**config.mk**
```make
export PLATFORM = sky130hd
export DESIGN_NAME = reg_file_dump
export DESIGN_NICKNAME = d
export VERILOG_FILES = /design/src/rtl/reg_file_dump_pkg.sv /design/src/rtl/reg_file_dump_out_reg.sv /design/src/rtl/reg_file_dump.sv
export SDC_FILE = /design/constraint.sdc
export NUM_CORES = 1
export LEC_CHECK = 0
export CAP_MARGIN = 20
export CORE_MARGIN = 2
export CORE_UTILIZATION = 42
export DETAILED_ROUTE_END_ITERATION = 10
export GPL_ROUTABILITY_DRIVEN = 0
export PLACE_DENSITY_LB_ADDON = 0.3
export SETUP_SLACK_MARGIN = 0.5
export SLEW_MARGIN = 5
export SYNTH_ARGS = -nofsm -noshare
export SYNTH_HDL_FRONTEND = slang
export SYNTH_SLANG_ARGS = --single-unit
```
**constraint.sdc**
```tcl
create_clock -name clk -period 2.26 [get_ports clk]
set_input_delay 0.452 -clock clk [delete_from_list [all_inputs] [get_ports clk]]
set_output_delay 0.452 -clock clk [all_outputs]
set_load 0.1 [all_outputs]
```
**src/rtl/reg_file_dump_pkg.sv**
```systemverilog
// Shared definitions for the register-file dump engine: FSM state encoding,
// default geometry and a helper that maps an entry index to an ECR select.
package reg_file_dump_pkg;

  // FSM state type and encodings
  typedef logic [2:0] state_t;

  localparam state_t ST_IDLE    = 3'd0;
  localparam state_t ST_ISSUE   = 3'd1;
  localparam state_t ST_CAPTURE = 3'd2;
  localparam state_t ST_SEND    = 3'd3;
  localparam state_t ST_FIN     = 3'd4;

  // Default geometry
  localparam int DEF_NUM_GPR = 32;
  localparam int DEF_NUM_ECR = 6;
  localparam int DEF_DATA_W  = 34;
  localparam int LAST_IDX    = DEF_NUM_GPR + DEF_NUM_ECR - 1;

  // Fixed field widths of the register-file and output interfaces
  localparam int GPR_W  = 32;
  localparam int GPR_AW = 5;
  localparam int ECR_SW = 3;
  localparam int IDX_W  = 6;

  // ECR select for an entry index; indices below the GPR range map to 0
  // instead of underflowing.
  function automatic logic [ECR_SW-1:0] ecr_sel_of(input logic [IDX_W-1:0] i,
                                                   input logic [IDX_W-1:0] num_gpr);
    logic [IDX_W-1:0] d;
    d = (i >= num_gpr) ? (i - num_gpr) : '0;
    return ECR_SW'(d);
  endfunction

endpackage

```
**src/rtl/reg_file_dump_out_reg.sv**
```systemverilog
// Output register slice of the dump engine: holds the word presented to the
// consumer so it stays stable for as long as the consumer stalls.
module dump_out_reg #(
  parameter int DATA_W = 34,
  parameter int IDX_W  = 6
) (
  input  logic              clk,
  input  logic              rstb,
  input  logic              load,
  input  logic              clr_last,
  input  logic [DATA_W-1:0] in_data,
  input  logic [IDX_W-1:0]  in_index,
  input  logic              in_last,
  output logic [DATA_W-1:0] out_data,
  output logic [IDX_W-1:0]  out_index,
  output logic              out_last
);

  // Capture a new word on load; a cancelled dump drops the last flag so a
  // later dump never starts with a stale end marker.
  always_ff @(posedge clk or posedge rstb) begin
    if (rstb) begin
      out_data  <= '0;
      out_index <= '0;
      out_last  <= 1'b0;
    end else if (load) begin
      out_data  <= in_data;
      out_index <= in_index;
      out_last  <= in_last;
    end else if (clr_last) begin
      out_last  <= 1'b0;
    end
  end

endmodule

```
**src/rtl/reg_file_dump.sv**
```systemverilog
// Register-file dump engine: walks every GPR then every ECR, reads each one
// through a one-cycle-latency read port and streams it out on a
// valid/ready interface as (index, value, last). Three cycles per entry.
module reg_file_dump
  import reg_file_dump_pkg::*;
#(
  parameter int NUM_GPR = DEF_NUM_GPR,
  parameter int NUM_ECR = DEF_NUM_ECR,
  parameter int DATA_W  = DEF_DATA_W
) (
  input  logic              clk,
  input  logic              rstb,
  input  logic              start,
  input  logic              abort,
  output logic              busy,
  output logic              done,
  output logic [4:0]        gpr_rd_addr,
  input  logic [31:0]       gpr_rd_data,
  output logic [2:0]        ecr_rd_sel,
  input  logic [DATA_W-1:0] ecr_rd_data,
  output logic              out_valid,
  input  logic              out_ready,
  output logic [5:0]        out_index,
  output logic [DATA_W-1:0] out_data,
  output logic              out_last
);

  localparam logic [IDX_W-1:0] GPR_CNT = IDX_W'(NUM_GPR);
  localparam logic [IDX_W-1:0] LAST    = IDX_W'(NUM_GPR + NUM_ECR - 1);

  state_t            state;
  logic [IDX_W-1:0]  idx;
  logic [IDX_W-1:0]  load_idx;
  logic              cancel;
  logic              accept;
  logic              go_issue;
  logic              capture;
  logic [DATA_W-1:0] cap_data;

  // Abort only matters once a dump is running; in IDLE it merely blocks start.
  assign cancel   = abort && (state != ST_IDLE);
  assign accept   = (state == ST_SEND) && out_ready && !abort;
  assign go_issue = ((state == ST_IDLE) && start && !abort) || (accept && !out_last);
  assign load_idx = (state == ST_IDLE) ? '0 : idx + IDX_W'(1);
  assign capture  = (state == ST_CAPTURE) && !abort;
  assign cap_data = (idx < GPR_CNT) ? DATA_W'(gpr_rd_data) : ecr_rd_data;

  assign busy      = (state != ST_IDLE);
  assign done      = (state == ST_FIN);
  assign out_valid = (state == ST_SEND);

  // Main sequencer: IDLE -> (ISSUE -> CAPTURE -> SEND)* -> FIN -> IDLE.
  always_ff @(posedge clk or posedge rstb) begin
    if (rstb) begin
      state <= ST_IDLE;
      idx   <= '0;
    end else if (cancel) begin
      state <= ST_IDLE;
    end else begin
      case (state)
        ST_IDLE: begin
          if (go_issue) begin
            state <= ST_ISSUE;
            idx   <= '0;
          end
        end
        ST_ISSUE:   state <= ST_CAPTURE;
        ST_CAPTURE: state <= ST_SEND;
        ST_SEND: begin
          if (accept) begin
            if (out_last) begin
              state <= ST_FIN;
            end else begin
              state <= ST_ISSUE;
              idx   <= load_idx;
            end
          end
        end
        ST_FIN:  state <= ST_IDLE;
        default: state <= ST_IDLE;
      endcase
    end
  end

  // Read addresses are loaded on entry to ISSUE so the register file sees
  // them during ISSUE and returns data in CAPTURE; otherwise they hold.
  always_ff @(posedge clk or posedge rstb) begin
    if (rstb) begin
      gpr_rd_addr <= '0;
      ecr_rd_sel  <= '0;
    end else if (go_issue) begin
      if (load_idx < GPR_CNT) begin
        gpr_rd_addr <= load_idx[GPR_AW-1:0];
      end else begin
        ecr_rd_sel  <= ecr_sel_of(load_idx, GPR_CNT);
      end
    end
  end

  dump_out_reg #(
    .DATA_W (DATA_W),
    .IDX_W  (IDX_W)
  ) u_out_reg (
    .clk       (clk),
    .rstb      (rstb),
    .load      (capture),
    .clr_last  (cancel),
    .in_data   (cap_data),
    .in_index  (idx),
    .in_last   (idx == LAST),
    .out_data  (out_data),
    .out_index (out_index),
    .out_last  (out_last)
  );

endmodule

```
# Yosys cells after proc, flatten, opt, wreduce, memory -nomap -nowiden
# Index checks and enable logic that the tools add are counted.
[word_totals]
reg_bits = 58
inputBits = 71
[op_classes]
n_addsub = 2
magnitude_cmp = 3
eq_ne = 10
mux = 14
n_bitwise = 2
n_reduce_logical = 18
[op_table]
columns = ["cell", "n"]
rows = [
  ["2-to-1 mux 34 bit", 1],
  ["2-to-1 mux 6 bit", 4],
  ["2-to-1 mux 3 bit", 5],
  ["less-than comparator 6 bit (second input constant)", 2],
  ["one-hot mux 3 bit (4 select lines)", 1],
  ["one-hot mux 6 bit (2 select lines)", 1],
  ["logical AND 1 bit", 7],
  ["adder 6 x 1 -> 6 bit (second input constant)", 1],
  ["== test 3 x 2 -> 1 bit (second input constant)", 2],
  ["== test 6 bit (second input constant)", 1],
  ["greater-or-equal comparator 6 bit (second input constant)", 1],
  ["AND reduction 2 bit", 3],
  ["AND reduction 5 bit", 1],
  ["!= test 2 bit (second input constant)", 2],
  ["nonzero test 2 bit", 2],
  ["== test 3 x 1 -> 1 bit (second input constant)", 1],
  ["== test 3 bit (second input constant)", 1],
  ["logical NOT 3 bit", 1],
  ["!= test 3 x 1 -> 1 bit (second input constant)", 1],
  ["!= test 3 bit (second input constant)", 1],
  ["nonzero test 3 bit", 1],
  ["subtractor 3 x 1 -> 3 bit (second input constant)", 1],
  ["logical NOT 1 bit", 2],
  ["2-to-1 mux 1 bit", 2],
  ["3 further kinds", 4],
]

# Depth between registers and ports, before layout
# Gate-level depths: netlist of the first run.
[logic_depth]
word_depth = 8
mapped_depth = 7

# By module
# From an unflattened synthesis of the first run, not the netlist that was laid out.
[hier_totals]
hier_cells = 226
area_unflattened_um2 = 3061.7
[by_module_without_submodules]
columns = ["mod", "instances", "cells_each", "area_each_um2", "seq_area_each_um2"]
rows = [
  ["dump_out_reg", 1, 89, 1726.7, 1026.0],
  ["reg_file_dump", 1, 137, 1335.0, 425.4],
]

# Worst setup path before layout of the first run
# Ideal clock, no wire load.
[synth_timing]
path_kind = "flip-flop to output port"
start = "reg state[0]"
end = "out done"
arrival_time_ns = 2.787
slack_ns = -0.979
path_stages_with_launch = 3
path_buffers = 1
cell_sequence = "dfrtp_1 > clkbuf_1 > nor3b_1"
[synth_via]
elab_chain_cells = 1
[synth_rtl]
columns = ["element", "line_no", "source"]
rows = [
  ["from (decl)", "reg_file_dump.sv:31", "state_t state;"],
  ["from (signal assigned)", "reg_file_dump.sv:55", "state <= ST_IDLE;"],
  ["from (signal assigned)", "reg_file_dump.sv:58", "state <= ST_IDLE;"],
  ["from (signal assigned)", "reg_file_dump.sv:63", "state <= ST_ISSUE;"],
  ["== test 3 bit", "reg_file_dump.sv:49", "assign done = (state == ST_FIN);"],
  ["to (decl)", "reg_file_dump.sv:16", "output logic done,"],
]
# No other way between the ends.

# Worst setup path in the final report of the first run
[layout_timing]
start = "reg state[2]"
end = "out busy"
[layout_via]
elab_chain_cells = 1
[layout_rtl]
columns = ["element", "line_no", "source"]
rows = [
  ["nonzero test 3 bit", "reg_file_dump.sv:48", "assign busy = (state != ST_IDLE);"],
  ["to (decl)", "reg_file_dump.sv:15", "output logic busy,"],
]
# No other way between the ends.

==> results of run 1 <==
metrics by stage:
stage,power (mW),instances
global placement,5.47,457
CTS,6.77,481
global route,7.05,487
finish,6.79,487
floorplan,4.56,265
detailed placement,5.53,457
per-layer routing:
layer | part of all wire, % | vias up
li1 | - | 1210
met1 | 42 | 1207
met2 | 51 | 89
met3 | 6.2 | 10
met4 | 1.5 | 0
met5 | 0 | -
flip-flops by register name, summed over array words and instances (netlist names):
name and count:
idx 6, u_out_reg.out_index 6, ecr_rd_sel 3, state 3, gpr_rd_addr 5, u_out_reg.out_last 1, u_out_reg.out_data 34
cells by family after synthesis:
logic type               after synthesis
buffers and inverters                 22
XOR/XNOR                               2
flip-flops                            58
AO/OA/AOI/OAI                         63
AND/OR/NAND/NOR                       77
adder cells (fa/ha/maj)                2
multiplexers                          41
critical path: stages, from the launching register on:
cell,delay [ps]
dfrtp_2,450
nor3_4,240
clkinvlp_4,170
buf_12,190
path summary, 6_finish.rpt:
check / slack (ps) / cells past startpoint / to
worst max-delay path: 430 / 3 / busy
worst min-delay path: 410 / 2 / ecr_rd_sel[1]
worst max register to register: 460 / 5 / idx[2]
worst min register to register: 510 / 1 / u_out_reg.out_index[4]
max in group asynchronous: 1310 / 3 / idx[2]
min in group clk: 510 / 1 / u_out_reg.out_index[4]
timing repair:
item / CTS / global route
setup endpoints to repair: 51 / 48
pin swaps: 1 / 2
resized for setup: 11 / 7
cloned: 1 / 0
buffers inserted: 7 / 6
power by group through the flow:
stage,Combinational (mW),Clock (mW),Sequential [mW]
6_report,4.06,1.13,1.61
5_1_grt,4.20,1.19,1.66
4_1_cts,4.03,1.14,1.60
3_5_place_dp,3.89,0,1.64
3_3_place_gp,3.86,0,1.62
2_1_floorplan,0.685,0,3.88
cell type report:
type | instances | share of cell area [%]
timing repair buffer | 147 | 31.2
clock inverter | 4 | 1.63
sequential | 58 | 32.8
tap | 77 | 2.17
inverter | 4 | 0.506
multi-input combinational | 185 | 28.0
clock buffer | 12 | 3.71
layout by cell type (no fill, tap or decap), drive strengths merged, types with 2 or more instances in the layout:
cell	Yosys	final
nand3	6	6
o211ai	2	2
inv	4	2
mux2	9	9
buf	12	77
nor2	38	38
a21oi	34	34
o21ai	15	15
dfrtp	58	58
bufinv	0	2
nand4	2	2
clkdlybuf4s50	0	69
a2bb2oi	2	2
nand2b	3	3
a21o	2	2
clkinvlp	0	3
nor3	4	4
ha	2	2
mux2i	32	32
clkbuf	6	12
o22ai	2	2
nand2	15	15
==> impl_metrics.yaml, run 1 <==
outcome:
  status: "complete, no violations"
power:
  p_seq_share_pct: 23.7
  power.density_nw_per_um2: 1530
  comb_power_share_pct: 59.8
  power.share.clock_pct: 16.6
  p_int_mw: 3.06
  ir_worst_vdd_mv: 0.992
  power.leakage_nw: 1.89
  netSwitchingFraction_pct: 54.9
  switchingPower_mw: 3.73
clocking:
  tritoncts: "built"
  cts_num_sinks: 58
  clkTransAtPathRegs_ps: 70
  htree_levels: 3
  ctsRootBufferMaster: "clkbuf_8"
  numCtsBuffers: 9
  cts_buffer_depth: 2
  ctsHoldBuffers: 0
  clk_latency_ps: 330
logic_synthesis:
  yosysSeqAreaShare_pct: 53.1
  syn_avg_cell_area_um2: 10.3
  yosys-top-cells-count: "58 x dfrtp_1, 38 x nor2_1, 33 x a21oi_1, 32 x mux2i_1"
  ys_ff_latch: 58
  synth_area_um2: 2730
  synthDistinctLibCells: 40
  yosysWarnings: 0
  yosys-top-cells-area: "dfrtp_1 53%, mux2i_1 12%, a21oi_1 6.0%, nor2_1 5.2%, o21ai_0 2.7%"
  synth_top_cell_area_share_pct: 53.1
  synth_compound_area_share_pct: 13.5
  yosys.area_share.simple_pct: 12.7
  syn_inst: 265
  synth_edf_count: 0
  synthMuxAreaShare_pct: 15.4
  synth_flop_cell: "dfrtp_1"
  synth-xor-area-share_pct: 0.641
  yosys.cell_count.top_type: "dfrtp_1"
  synth-async-reset-ratio_pct: 100
  yosysTopAreaCell: "dfrtp_1"
  synth_fa_ha_area_share_pct: 0.916
  synth_top_family_by_area: "multiplexers"
  synth_nets: 338
critical_path:
  worstSetupStartpointType: "flip-flop"
  worst_ep_required_time_ps: 1810
  cp-startpoint: "state[2]"
  critPathCaptureType: "output pin"
  r2r_start: "state[2]"
  cp.arrival_ps: 1380
  path_max_fanout: 5
  critPathKind: "reg2out"
floorplanning:
  dieHeight_um: 84.6
  start_util_pct: 43.3
  dieArea_um2: 7160
  num_io_pins: 123
  placementRows: 29
  chipWidth_um: 84.6
  coreArea_um2: 6310
routing:
  firstDrtPassIters: 4
  antenna_left: 0
  drc: 0
  vias: 2516
  wl_um: 7320
  post_drt_wl_per_cell_um: 15.0
  drt_iter0_drc: 100
  routed_via_density: 5.17
timing:
  report.final.slew_viol_count: 0
  hold_ws_ps: 407
  rsz0062_at_grt: "yes"
  fin_crit_ps: 1830
  max_slew.worst_pin.slew_ps: 333
  slew_headroom_pct: 77.8
  max_freq_ghz: 0.547
  min_period_over_period_pct: 80.9
  setup_violations: 0
  fin_tns_setup_ps: 0
  fin_skew_ps: 10.1
  hold_viol: 0
  fin_ws_ps: 431
finish:
  final_cell_area_um2: 4450
  final_nets: 478
  area_delta_synth_final_pct: 62.9
  n_antenna_cell: 0
  nFillCells: 499
  drive_above_1_share_pct: 29.3
  multi_input_area_um2: 1250
  ff_latch_area_um2: 1460
  finish.utilization_pct: 70.5
global_routing:
  use_met2_pct: 33.8
  antenna_found_initial: 0
  grt_pass1_wl_um: 11800
  grtUsageMet1_pct: 25.7
  gr-usage-met3_pct: 5.21
  grt_pass1_vias: 2550
  grtUsageTotal_pct: 20.6
  grt_max_degree: 50
  busiest_layer: "met2"
  grt-ovfl-total: 0
placed_design:
  place_area_um2: 4040
  dpl.hpwl_um: 5140
  portBuffers: 122
  post-place-ws_ps: 58.8
flow_run:
  max_cap_violations: 0
worst_hold_path:
  min_path_type: "in2async"
(Power assumes the default switching activity.)
==> run 2: changes to the inputs <==
==> constraint.sdc (replaced) <==
create_clock -name clk -period 1.8 [get_ports clk]
set_input_delay 0.36 -clock clk [delete_from_list [all_inputs] [get_ports clk]]
set_output_delay 0.36 -clock clk [all_outputs]
set_load 0.1 [all_outputs]
==> run 2 against run 1 <==
The run now ends with setup timing left. Global-route usage rose by 4.4 points. Critical path depth increased by 1. First-iteration DRC count rose to 3.6 times the previous value. Clock skew rose by 4.0 ps. Utilization rose by 25 points. Register-to-register slack lost 510 ps. Non-clock buffer count increased by 52. Cell count rose by 11%. Sequential share of layout area down 8.3 points. Setup slack lost 520 ps. Clock-buffer cell count is 1 lower. Flip-flop and latch count stayed put. Largest cell class is now non-clock buffers. Largest power group unchanged.
==> impl_metrics.yaml, run 2 (synthesized netlist as in run 1, its figures left out) <==
finish:
  final_common_cell: "clkdlybuf4s50_1"
  finish.utilization_pct: 95.7
  layout_common_cells: "69 x clkdlybuf4s50_1, 58 x buf_4, 56 x buf_12, 36 x dfrtp_1, 33 x nor2_4"
  post_layout_nonfiller_instances: 539
  largest_reg_flops: 34
  top_register: "u_out_reg.out_data"
  largestRegisters: "u_out_reg.out_data x34, idx x6, u_out_reg.out_index x6"
  final_nets: 530
  final_cell_area_um2: 6040
  n_antenna_cell: 0
  area_delta_synth_final_pct: 121
  drive_above_1_share_pct: 55.6
outcome:
  status: "finished with violations"
  violations: "setup timing"
floorplanning:
  chipWidth_um: 84.6
  start_util_pct: 43.3
  dieArea_um2: 7160
  placementRows: 29
  coreArea_um2: 6310
  num_io_pins: 123
  dieHeight_um: 84.6
flow_run:
  max_cap_violations: 0
global_routing:
  grtUsageMet1_pct: 28.3
  grt_pass1_wl_um: 13800
  grt_max_degree: 41
  grtUsageTotal_pct: 25.0
  grt_pass1_vias: 2793
  use_met2_pct: 44.1
  gr-usage-met3_pct: 5.51
  grt-ovfl-total: 0
  busiest_layer: "met2"
  antenna_found_initial: 0
placed_design:
  post-place-ws_ps: -326
  place_area_um2: 4770
  portBuffers: 122
  dpl.hpwl_um: 6070
  place_inst: 472
power:
  finalPower_mw: 11.7
  power.density_nw_per_um2: 1940
  power.leakage_nw: 2.46
  ir_worst_vdd_mv: 1.78
clocking:
  cts_num_sinks: 58
  clkTransAtPathRegs_ps: 70
  numCtsBuffers: 9
  tritoncts: "built"
  clk_latency_ps: 360
  htree_levels: 3
  ctsRootBufferMaster: "clkbuf_8"
  cts_buffer_depth: 2
timing:
  slew_headroom_pct: 54.6
  fin_ws_ps: -89.3
  fin_crit_ps: 1890
  max_slew.worst_pin.slew_ps: 681
  max_freq_ghz: 0.529
  setup_violations: 25
  hold_ws_ps: 547
  fin_tns_setup_ps: -388
  fin_skew_ps: 14.1
  hold_viol: 0
  report.final.slew_viol_count: 0
  rsz0062_at_grt: "yes"
  min_period_over_period_pct: 105
critical_path:
  cp-startpoint: "state[0]"
  crit_family: "buffers and inverters"
  worst_ep_required_time_ps: 1440
  worst-path-buf-inv: 3
  critPathKind: "reg2out"
  crit_slowest_cell: "dfrtp_1"
  worstSetupStartpointType: "flip-flop"
  crit_path_max_incr_delay_ps: 410
  r2r_start: "state[2]"
  cp.depth: 4
  reg2regPathDepth: 7
  cp.arrival_ps: 1530
  path_max_fanout: 5
  crit_chain: "buf_6 -> nor3_4 -> clkinvlp_4 -> buf_12"
  critPathCaptureType: "output pin"
worst_hold_path:
  min_path_type: "in2async"
routing:
  drc: 0
  firstDrtPassIters: 5
  antenna_left: 0
  routed_via_density: 6.04
  wl_um: 14000
  drt_iter0_drc: 362
  post_drt_wl_per_cell_um: 26.0
  vias: 3258
==> run 2: layout make-up <==
type	count	area, um2
multi-input cells	185	1660
clock buffers	11	151
flip-flops and latches	58	1480
well taps	77	96.3
fillers	130	274
inverters	4	22.5
clock inverters	5	100
repair buffers	199	2530
==> run 2: worst register-to-register path: cells and delay by family, from the launching register on <==
family	cells	cell delay, ps
AND/OR/NAND/NOR	3	690
flip-flops	1	430
AO/OA/AOI/OAI	1	140
buffers and inverters	3	520
==> run 2: report_power, final <==
group	total [mW]	leakage, nW	internal, mW	switching [mW]
clock network	1.58	0.129	0.991	0.585
registers	2.40	0.691	1.77	0.626
logic	7.74	1.64	3.09	4.65
==> run 2: metal layers <==
layer | wire [um] | vias to the layer above
met1 | 4520 | 1582
met2 | 7550 | 258
met3 | 911 | 101
met5 | 0 | -
li1 | - | 1317
met4 | 1070 | 0
==> run 2: path summary, 6_finish.rpt <==
check | end | slack, ps
min in group clk | u_out_reg.out_index[5] | 590
max in group asynchronous | u_out_reg.out_data[3] | 840
hold reg to reg | u_out_reg.out_index[5] | 590
hold / removal | u_out_reg.out_data[28] | 550
setup / recovery | busy | -90
setup reg to reg | u_out_reg.out_data[28] | -50
==> run 2: timing repair <==
| item | CTS | global route |
|---|---|---|
| setup endpoints to repair | 78 | 108 |
| buffers inserted | 17 | 25 |
| cloned | 0 | 9 |
| hold buffers | 0 | 0 |
| resized for setup | 11 | 133 |
| pin swaps | 3 | 8 |
| hold endpoints to repair | 0 | 0 |
